File: src/rtl/register_file.sv
// Processor register file: NREG x BW storage, two combinational read ports with
// write-through bypass, one synchronous write port, and a 3-bit ALU status register.
module register_file #(
  parameter  int BW   = 16,
  parameter  int NREG = 8,
  localparam int AW   = $clog2(NREG)
) (
  input  logic          clk,
  input  logic          rst,
  input  logic [AW-1:0] rd_a_addr,
  output logic [BW-1:0] rd_a_data,
  input  logic [AW-1:0] rd_b_addr,
  output logic [BW-1:0] rd_b_data,
  input  logic          wr_en,
  input  logic [AW-1:0] wr_addr,
  input  logic [BW-1:0] wr_data,
  input  logic          flags_en,
  input  logic [2:0]    flags_in,
  output logic [2:0]    flags_out
);

  logic [BW-1:0] r_regs [NREG];
  logic [2:0]    r_flags;
  logic          w_hit_a;
  logic          w_hit_b;
  logic [BW-1:0] w_rd_a;
  logic [BW-1:0] w_rd_b;

  // Register storage; reset drops any write presented in the same cycle.
  always_ff @(posedge clk) begin
    if (rst) begin
      for (int i = 0; i < NREG; i++) begin
        r_regs[i] <= '0;
      end
    end else if (wr_en) begin
      r_regs[wr_addr] <= wr_data;
    end else begin
      r_regs[wr_addr] <= r_regs[wr_addr];
    end
  end

  always_ff @(posedge clk) begin
    if (rst) begin
      r_flags <= 3'b000;
    end else if (flags_en) begin
      r_flags <= flags_in;
    end else begin
      r_flags <= r_flags;
    end
  end

  // Bypass select compares addresses only, keeping the mux control off the data path.
  always_comb begin
    w_hit_a = 1'b0;
    w_hit_b = 1'b0;
    w_rd_a  = r_regs[rd_a_addr];
    w_rd_b  = r_regs[rd_b_addr];
    if (wr_en && (rd_a_addr == wr_addr)) begin
      w_hit_a = 1'b1;
      w_rd_a  = wr_data;
    end else begin
      w_hit_a = 1'b0;
    end
    if (wr_en && (rd_b_addr == wr_addr)) begin
      w_hit_b = 1'b1;
      w_rd_b  = wr_data;
    end else begin
      w_hit_b = 1'b0;
    end
  end

  assign rd_a_data = w_rd_a;
  assign rd_b_data = w_rd_b;
  assign flags_out = r_flags;

endmodule
File: config.mk
export PLATFORM = sky130hd
export DESIGN_NAME = register_file
export DESIGN_NICKNAME = d
export VERILOG_FILES = /design/src/rtl/register_file.sv
export SDC_FILE = /design/constraint.sdc
export NUM_CORES = 1
export LEC_CHECK = 0
export ABC_CLOCK_PERIOD_IN_PS = 2740
export BUFFER_PORTS_ARGS = -buffer_cell sky130_fd_sc_hd__buf_2
export CAP_MARGIN = 20
export CORE_MARGIN = 2
export CORE_UTILIZATION = 50
export DETAILED_ROUTE_END_ITERATION = 12
export GPL_TIMING_DRIVEN = 0
export PLACE_DENSITY_LB_ADDON = 0.15
export SLEW_MARGIN = 20
export SYNTH_ARGS = -nofsm -noshare
export SYNTH_HDL_FRONTEND = slang
export SYNTH_SLANG_ARGS = --single-unit
File: constraint.sdc
create_clock -name clk -period 2.74 [get_ports clk]
set_input_delay 0.411 -clock clk [delete_from_list [all_inputs] [get_ports clk]]
set_output_delay 0.411 -clock clk [all_outputs]
set_load 0.01 [all_outputs]
Word level (Yosys, flattened, before mapping)
Memory sizes are Yosys's and may differ from the RTL's. Cells that the tools add are included.

Equality and inequality tests: 3. Muxes and demuxes: 14. Bitwise gates (word level): 1. Reduce and logical (&&, ||, !) cells: 4.

Operators with widths (count): $mux W16 (4); $reduce_or A16 Y1 (1); $mux W1 (9); $eq A3 B3 Y1 (2); $mux W3 (1); $logic_and A1 B1 Y1 (2); $reduce_and A2 Y1 (1); $ne A0 B0 Y1 (1); $or A1 B1 Y1 (1).

Bits in registers: 3. Bits in writable memories: 128. Output and inout port bits: 35. Logic and storage cells: 24. Memories kept: 1.

Memory list: r_regs (words 8, bits a word 16, rd ports 2, clocked after memory_dff 0, write ports 8, line 22) `logic [BW-1:0] r_regs [NREG];`.

Longest topological paths before layout
Gate-level depths: netlist (run 1).

Word-level depth: 7. Depth in mapped cells: 6. Depth with buffers taken out: 3.

Least setup slack after synthesis (run 1)
Ideal clock, no wire load.

Path type: input -> output. From: input port rd_b_addr[1]. To: output port rd_b_data[11]. Arrival: 1.791 ns. Data required time: 2.329 ns. Path slack: 0.538 ns. Stages on the path: 5. Cell sequence: clkbuf_1 > clkbuf_1 > mux4_2 > mux2_2 > mux2_4.

Word-level cells in the longest chain between the ends: 3.

Ends and longest elaborated chain: start: declaration (line 12) `input logic [AW-1:0] rd_b_addr,`; branches (longest 2 deep; another with $mem_v2 Z8 W16); $mux W16 (*) (line 64) `if (wr_en && (rd_b_addr == wr_addr)) begin`; end: declaration (line 13) `output logic [BW-1:0] rd_b_data,`.

Mark *: on every way between the ends.

Worst setup path after layout (run 1)
From: input port rd_b_addr[1]. To: output port rd_b_data[12].

Same word-level chain as after synthesis.

==> results.yml, run 1 <==
yosys:
  syn_inst: 455
  synth_ff_type: "edfxtp_1"
  ys_async_sr_fraction: 0
  ys_seq_area_frac: 0.517
  syn-num-nets: 487
  synth_cell_types: 22
  synth_edf_count: 128
  synth_area_per_cell_um2: 16.6
  synth-seq-cells: 131
  syn-cell-area_um2: 7560
  ys_warn_count: 0
placement:
  place.detailed.hpwl_mm: 12.0
  place_inst: 697
  placed_area_um2: 8080
  gp_congestion: 0.786
  port_buffers: 58
cts:
  clk_pin_slew_worst_paths_ns: 0.06
  h-tree-depth: 4
  clock_latency_ns: 0.43
  root_buffer: "clkbuf_16"
  clock_sinks: 131
  cts_buffers: 17
  tritoncts: "done"
  cts_max_path_buffers: 2
worst_setup_path:
  end_kind: "output port"
  worstPathMaxFanout: 10
  critical_path.startpoint_type: "input pin"
  path_cells: "clkbuf_1, xnor2_1, nand4_1, buf_4, mux2_4, buf_2"
  crit_slowest_cell: "nand4_1"
  slowest_delay_ns: 0.48
  cp_top_family: "buffers and inverters"
  arrival_ns: 2.32
  worst-path-buf-inv: 3
  worstSetupPathType: "input pin to output port"
  worstPathRequired_ns: 2.33
sta:
  period_share: 0.997
  skew_ns: 0
  min_period_ns: 2.73
  max_freq_ghz: 0.366
  max_slew_margin: 0.251
  rsz0062_at_grt: "no"
  finalMaxSlewViolations: 0
  setup_viol: 0
  hold_viol_final: 0
  tightest_slew_ns: 1.11
finish:
  antenna_cells: 0
  areaGrowthSynthToFinish_pct: 14.2
  multiInputGateArea_um2: 3460
  drive_gt1_frac: 0.333
  seqCellArea_um2: 3900
  layout_common_cells: "and2_1, edfxtp_1, mux4_1, buf_2, mux2_2"
  nNetsFinal: 566
  post-route-cell-area_um2: 8630
  fill_cells: 1150
  layoutNonFillerInstCount: 731
power_and_ir_drop:
  internal-power_w: 0.00396
  total_power_w: 0.00516
  pwr-share-comb: 0.143
  netSwitchingFraction: 0.232
  clockPowerShare: 0.396
  ir_drop_mv: 0.383
  cellPowerDensity_nw_per_um2: 598
  p_leak_nw: 3.31
  pwr-share-seq: 0.461
  switchingPower_w: 0.00120
detailed_routing:
  post_drt_via_cell_ratio: 6.09
  ant_nets: 0
  wirelength_mm: 19.1
  vias: 4455
  route.detailed.wl_per_inst_um: 26.1
  dr.pass1.iters: 5
  drc: 0
  drt_iter0_drc: 431
die:
  die-width_um: 127
  die_area_um2: 16100
  std_cell_rows: 44
  io_pins: 67
  start_util: 0.516
  chipHeight_um: 127
  design.core.area_um2: 14600
global_routing:
  grt_pass1_wl_mm: 27.4
  grtUsageTotal: 0.244
  antenna_found_initial: 0
  gr-total-overflow: 0
  grt_max_degree: 17
  first_global_vias: 4580
run_status:
  outcome: "finished clean"
flow_run:
  cap_viol_max_count: 0
hold_path:
  worstHoldPathType: "input pin to flop"
[final timing paths]
kind                                   start            end  slack, ns  depth (start not counted)
worst max-delay path            rd_b_addr[1]  rd_b_data[12]      0.008                          6
worst min-delay path             flags_in[1]   flags_out[1]       0.23                          3
worst max register to register  flags_out[0]   flags_out[0]       2.12                          2
worst min register to register  flags_out[2]   flags_out[2]       0.51                          2
[registers in the layout, indices dropped and copies added, names as in the netlist]
name	flops
r_regs	128
flags_out	3
[stage by stage]
step | utilization | hold slack [ns] | setup TNS (ns) | setup slack (ns)
after floorplan | - | 0.531 | 0 | 0.538
after global placement | 0.552 | 0.474 | -4.23 | -0.200
after detailed placement | 0.552 | 0.493 | -4.22 | -0.219
after CTS | 0.589 | 0.220 | 0 | 0.0180
after global routing | 0.590 | 0.280 | 0 | 0.0187
final | 0.590 | 0.232 | 0 | 0.00805
[worst min-delay path: cells and delay by family]
| family | cells | cell delay (ns) |
|---|---|---|
| simple gates | 1 | 0.08 |
| buf+inv | 1 | 0.07 |
| mux | 1 | 0.06 |
[cell families (layout without fill, tap and decap cells)]
logic type	after synthesis	after routing	synth area share
xor+xnor	6	6	0.00695
buf+inv	33	125	0.0262
flops	131	131	0.517
mux	131	131	0.325
simple gates	154	154	0.125
[cell type report]
type / count / share of cell area
well taps: 184 / 0.0267
flip-flops and latches: 131 / 0.452
clock inverters: 4 / 0.00290
multi-input cells: 291 / 0.400
plain buffers: 33 / 0.0239
clock buffers: 28 / 0.0587
repair buffers: 60 / 0.0354
[power groups by stage]
stage	Clock [W]	Sequential [W]	Combinational [W]
floorplan	0	0.00240	0.000494
global placement	0	0.00240	0.000727
detailed placement	0	0.00242	0.000739
CTS	0.00205	0.00238	0.000742
global route	0.00212	0.00239	0.000784
finish	0.00204	0.00238	0.000740
[cells in the mapped netlist, types with 2 or more instances]
library cell	number	area share
mux4_1	60	0.21
mux2i_1	3	0.0040
mux2_2	53	0.079
nor2_1	9	0.0045
buf_6	9	0.013
mux4_2	4	0.012
edfxtp_1	128	0.51
buf_2	2	0.0013
clkbuf_1	21	0.010
dfxtp_1	3	0.0079
nand2b_1	2	0.0017
xnor2_1	6	0.0070
nand4_1	2	0.0017
mux2_4	11	0.022
and2_1	128	0.11
or2_2	8	0.0066
[timing repair]
item                                    4_1_cts  5_1_grt
pin swaps                                     0        1
buffers inserted                              0        2
endpoints found under the setup margin       32       10
resized for setup                             7        0
hold buffers                                  0        0
[layer usage]
metal / vias up / global-route usage / routed length (um)
met5: - / 0 / 0
met2: 166 / 0.421 / 9770
li1: 1973 / - / -
met3: 35 / 0.0616 / 1270
met1: 2281 / 0.298 / 7540
met4: 0 / 0.0944 / 477
(Power assumes the default switching activity.)
==> inputs of run 2 (changes only) <==
Settings changed: ABC_CLOCK_PERIOD_IN_PS 2740 to 3430, CTS_BUF_LIST set to sky130_fd_sc_hd__clkbuf_16.
Clock period 2.74 ns to 3.43 ns, I/O delays scaled along.
==> run 2 against run 1 <==
  * Routed wire length is 0.17% lower
  * Final area is 0.74% lower
  * Via count is 0.90% higher
  * Non-clock buffer count is 2 lower
  * Sequential power is 20% lower
  * Sequential cell count stayed put
  * Register-to-register slack better by 0.69 ns
  * Total power is 22% lower
  * Combinational power is 20% lower
  * Hold slack better by 0.11 ns
  * First-iteration DRC count is 3.9% lower
  * Sequential share of layout area is 0.34 points higher
  * Largest power group unchanged
==> results.yml, run 2 (synthesis gave the netlist of run 1 again) <==
run_status:
  outcome: "finished clean"
sta:
  hold_viol_final: 0
  tns_ns: 0
  skew_ns: 0
  finalMaxSlewViolations: 0
  rsz0062_at_grt: "no"
  setup_viol: 0
  max_freq_ghz: 0.315
  period_share: 0.925
  tightest_slew_ns: 1.04
  min_period_ns: 3.17
  max_slew_margin: 0.301
worst_setup_path:
  crit_slowest_cell: "clkbuf_1"
  arrival_ns: 2.66
  rr_worst_depth: 2
  cp_top_family: "buffers and inverters"
  end_kind: "output port"
  path_cells: "clkbuf_1, clkbuf_1, mux4_1, mux2_2, mux2_2, buf_2"
  r2r-end: "flags_out[0]"
  worstPathMaxFanout: 10
  worst-path-buf-inv: 3
  critical_path.startpoint_type: "input pin"
  r2r_setup_slack_ns: 2.81
  worstSetupPathType: "input pin to output port"
  reg2reg_from: "flags_out[0]"
  slowest_delay_ns: 0.68
  worstPathRequired_ns: 2.92
power_and_ir_drop:
  switchingPower_w: 0.000953
  ir_drop_mv: 0.302
  internal-power_w: 0.00305
  p_leak_nw: 3.29
  cellPowerDensity_nw_per_um2: 468
  clockPowerShare: 0.378
  pwr-share-seq: 0.475
  netSwitchingFraction: 0.238
  pwr-share-comb: 0.147
cts:
  cts_max_path_buffers: 2
  clk_pin_slew_worst_paths_ns: 0.06
  root_buffer: "clkbuf_16"
  cts_hold_buf: 0
  h-tree-depth: 4
  cts_setup_buffers: 0
  clock_sinks: 131
  tritoncts: "done"
  cts_buffers: 17
  cts_resized: 0
  clock_latency_ns: 0.42
finish:
  antenna_cells: 0
  post-route-cell-area_um2: 8570
  nNetsFinal: 564
  drive_gt1_frac: 0.310
  largest_register_ffs: 128
  layoutNonFillerInstCount: 729
  layout_common_cells: "and2_1, edfxtp_1, mux4_1, buf_2, mux2_2"
  utilization: 0.585
  top_register: "r_regs"
  areaGrowthSynthToFinish_pct: 13.4
die:
  chipHeight_um: 127
  std_cell_rows: 44
  io_pins: 67
  design.core.area_um2: 14600
  die_area_um2: 16100
  die-width_um: 127
  start_util: 0.516
placement:
  placed_area_um2: 8080
  place_inst: 697
  gp_congestion: 0.786
  port_buffers: 58
  place.detailed.hpwl_mm: 12.0
hold_path:
  worstHoldPathCells: 3
  hold_end: "flags_out[1]"
  worstHoldPathType: "input pin to flop"
  min-delay-start: "flags_in[1]"
detailed_routing:
  drt_iter0_drc: 414
  route.detailed.wl_per_inst_um: 26.1
  drc: 0
  wirelength_mm: 19.0
  post_drt_via_cell_ratio: 6.17
  ant_nets: 0
  vias: 4495
  dr.pass1.iters: 6
global_routing:
  first_global_vias: 4581
  gr-total-overflow: 0
  antenna_found_initial: 0
  grt_max_degree: 17
  grtUsageTotal: 0.244
  grt_pass1_wl_mm: 27.3
flow_run:
  cap_viol_max_count: 0
==> run 2: power by group through the flow <==
| stage | clock network, W | logic (W) | registers, W |
|---|---|---|---|
| 2_1_floorplan | 0 | 0.000395 | 0.00191 |
| 3_3_place_gp | 0 | 0.000581 | 0.00192 |
| 3_5_place_dp | 0 | 0.000590 | 0.00193 |
| 4_1_cts | 0.00152 | 0.000592 | 0.00190 |
| 5_1_grt | 0.00158 | 0.000624 | 0.00191 |
| 6_report | 0.00152 | 0.000589 | 0.00190 |
==> run 2: layer usage <==
metal / routed length [um] / track usage
met1: 7470 / 0.297
met2: 9790 / 0.423
met3: 1310 / 0.0586
met4: 402 / 0.0886
met5: 40 / 0.0217
==> run 2: worst max-delay path by stage <==
stage	start	to	slack, ns	depth (start not counted)
6_report	rd_a_addr[1]	rd_a_data[4]	0.26	6
5_1_grt	rd_a_addr[1]	rd_a_data[4]	0.21	6
4_1_cts	rd_a_addr[1]	rd_a_data[4]	0.26	6
3_5_place_dp	rd_a_addr[1]	rd_a_data[4]	0.26	6
3_3_place_gp	rd_b_addr[1]	rd_b_data[3]	0.28	6
2_1_floorplan	rd_b_addr[1]	rd_b_data[11]	1.02	5
==> run 2: cell type report <==
cell class,instances,area [um2]
fill,1149,6070
sequential,131,3900
multi-input combinational,291,3460
clock buffer,17,425
timing repair buffer,58,290
tap,184,230
buffer,33,198
clock inverter,15,66.3
==> run 2: tightest hold or removal path: cells and delay by family <==
kind	cells	cell delay, ns
buf+inv	1	0.07
mux	1	0.06
simple gates	1	0.08
==> run 2: metrics by stage <==
stage | setup slack (ns) | hold WS, ns | power (W)
2_1_floorplan | 1.02 | 0.531 | 0.00231
3_3_place_gp | 0.283 | 0.474 | 0.00250
3_5_place_dp | 0.264 | 0.493 | 0.00252
4_1_cts | 0.264 | 0.329 | 0.00402
5_1_grt | 0.214 | 0.386 | 0.00412
6_report | 0.259 | 0.339 | 0.00401
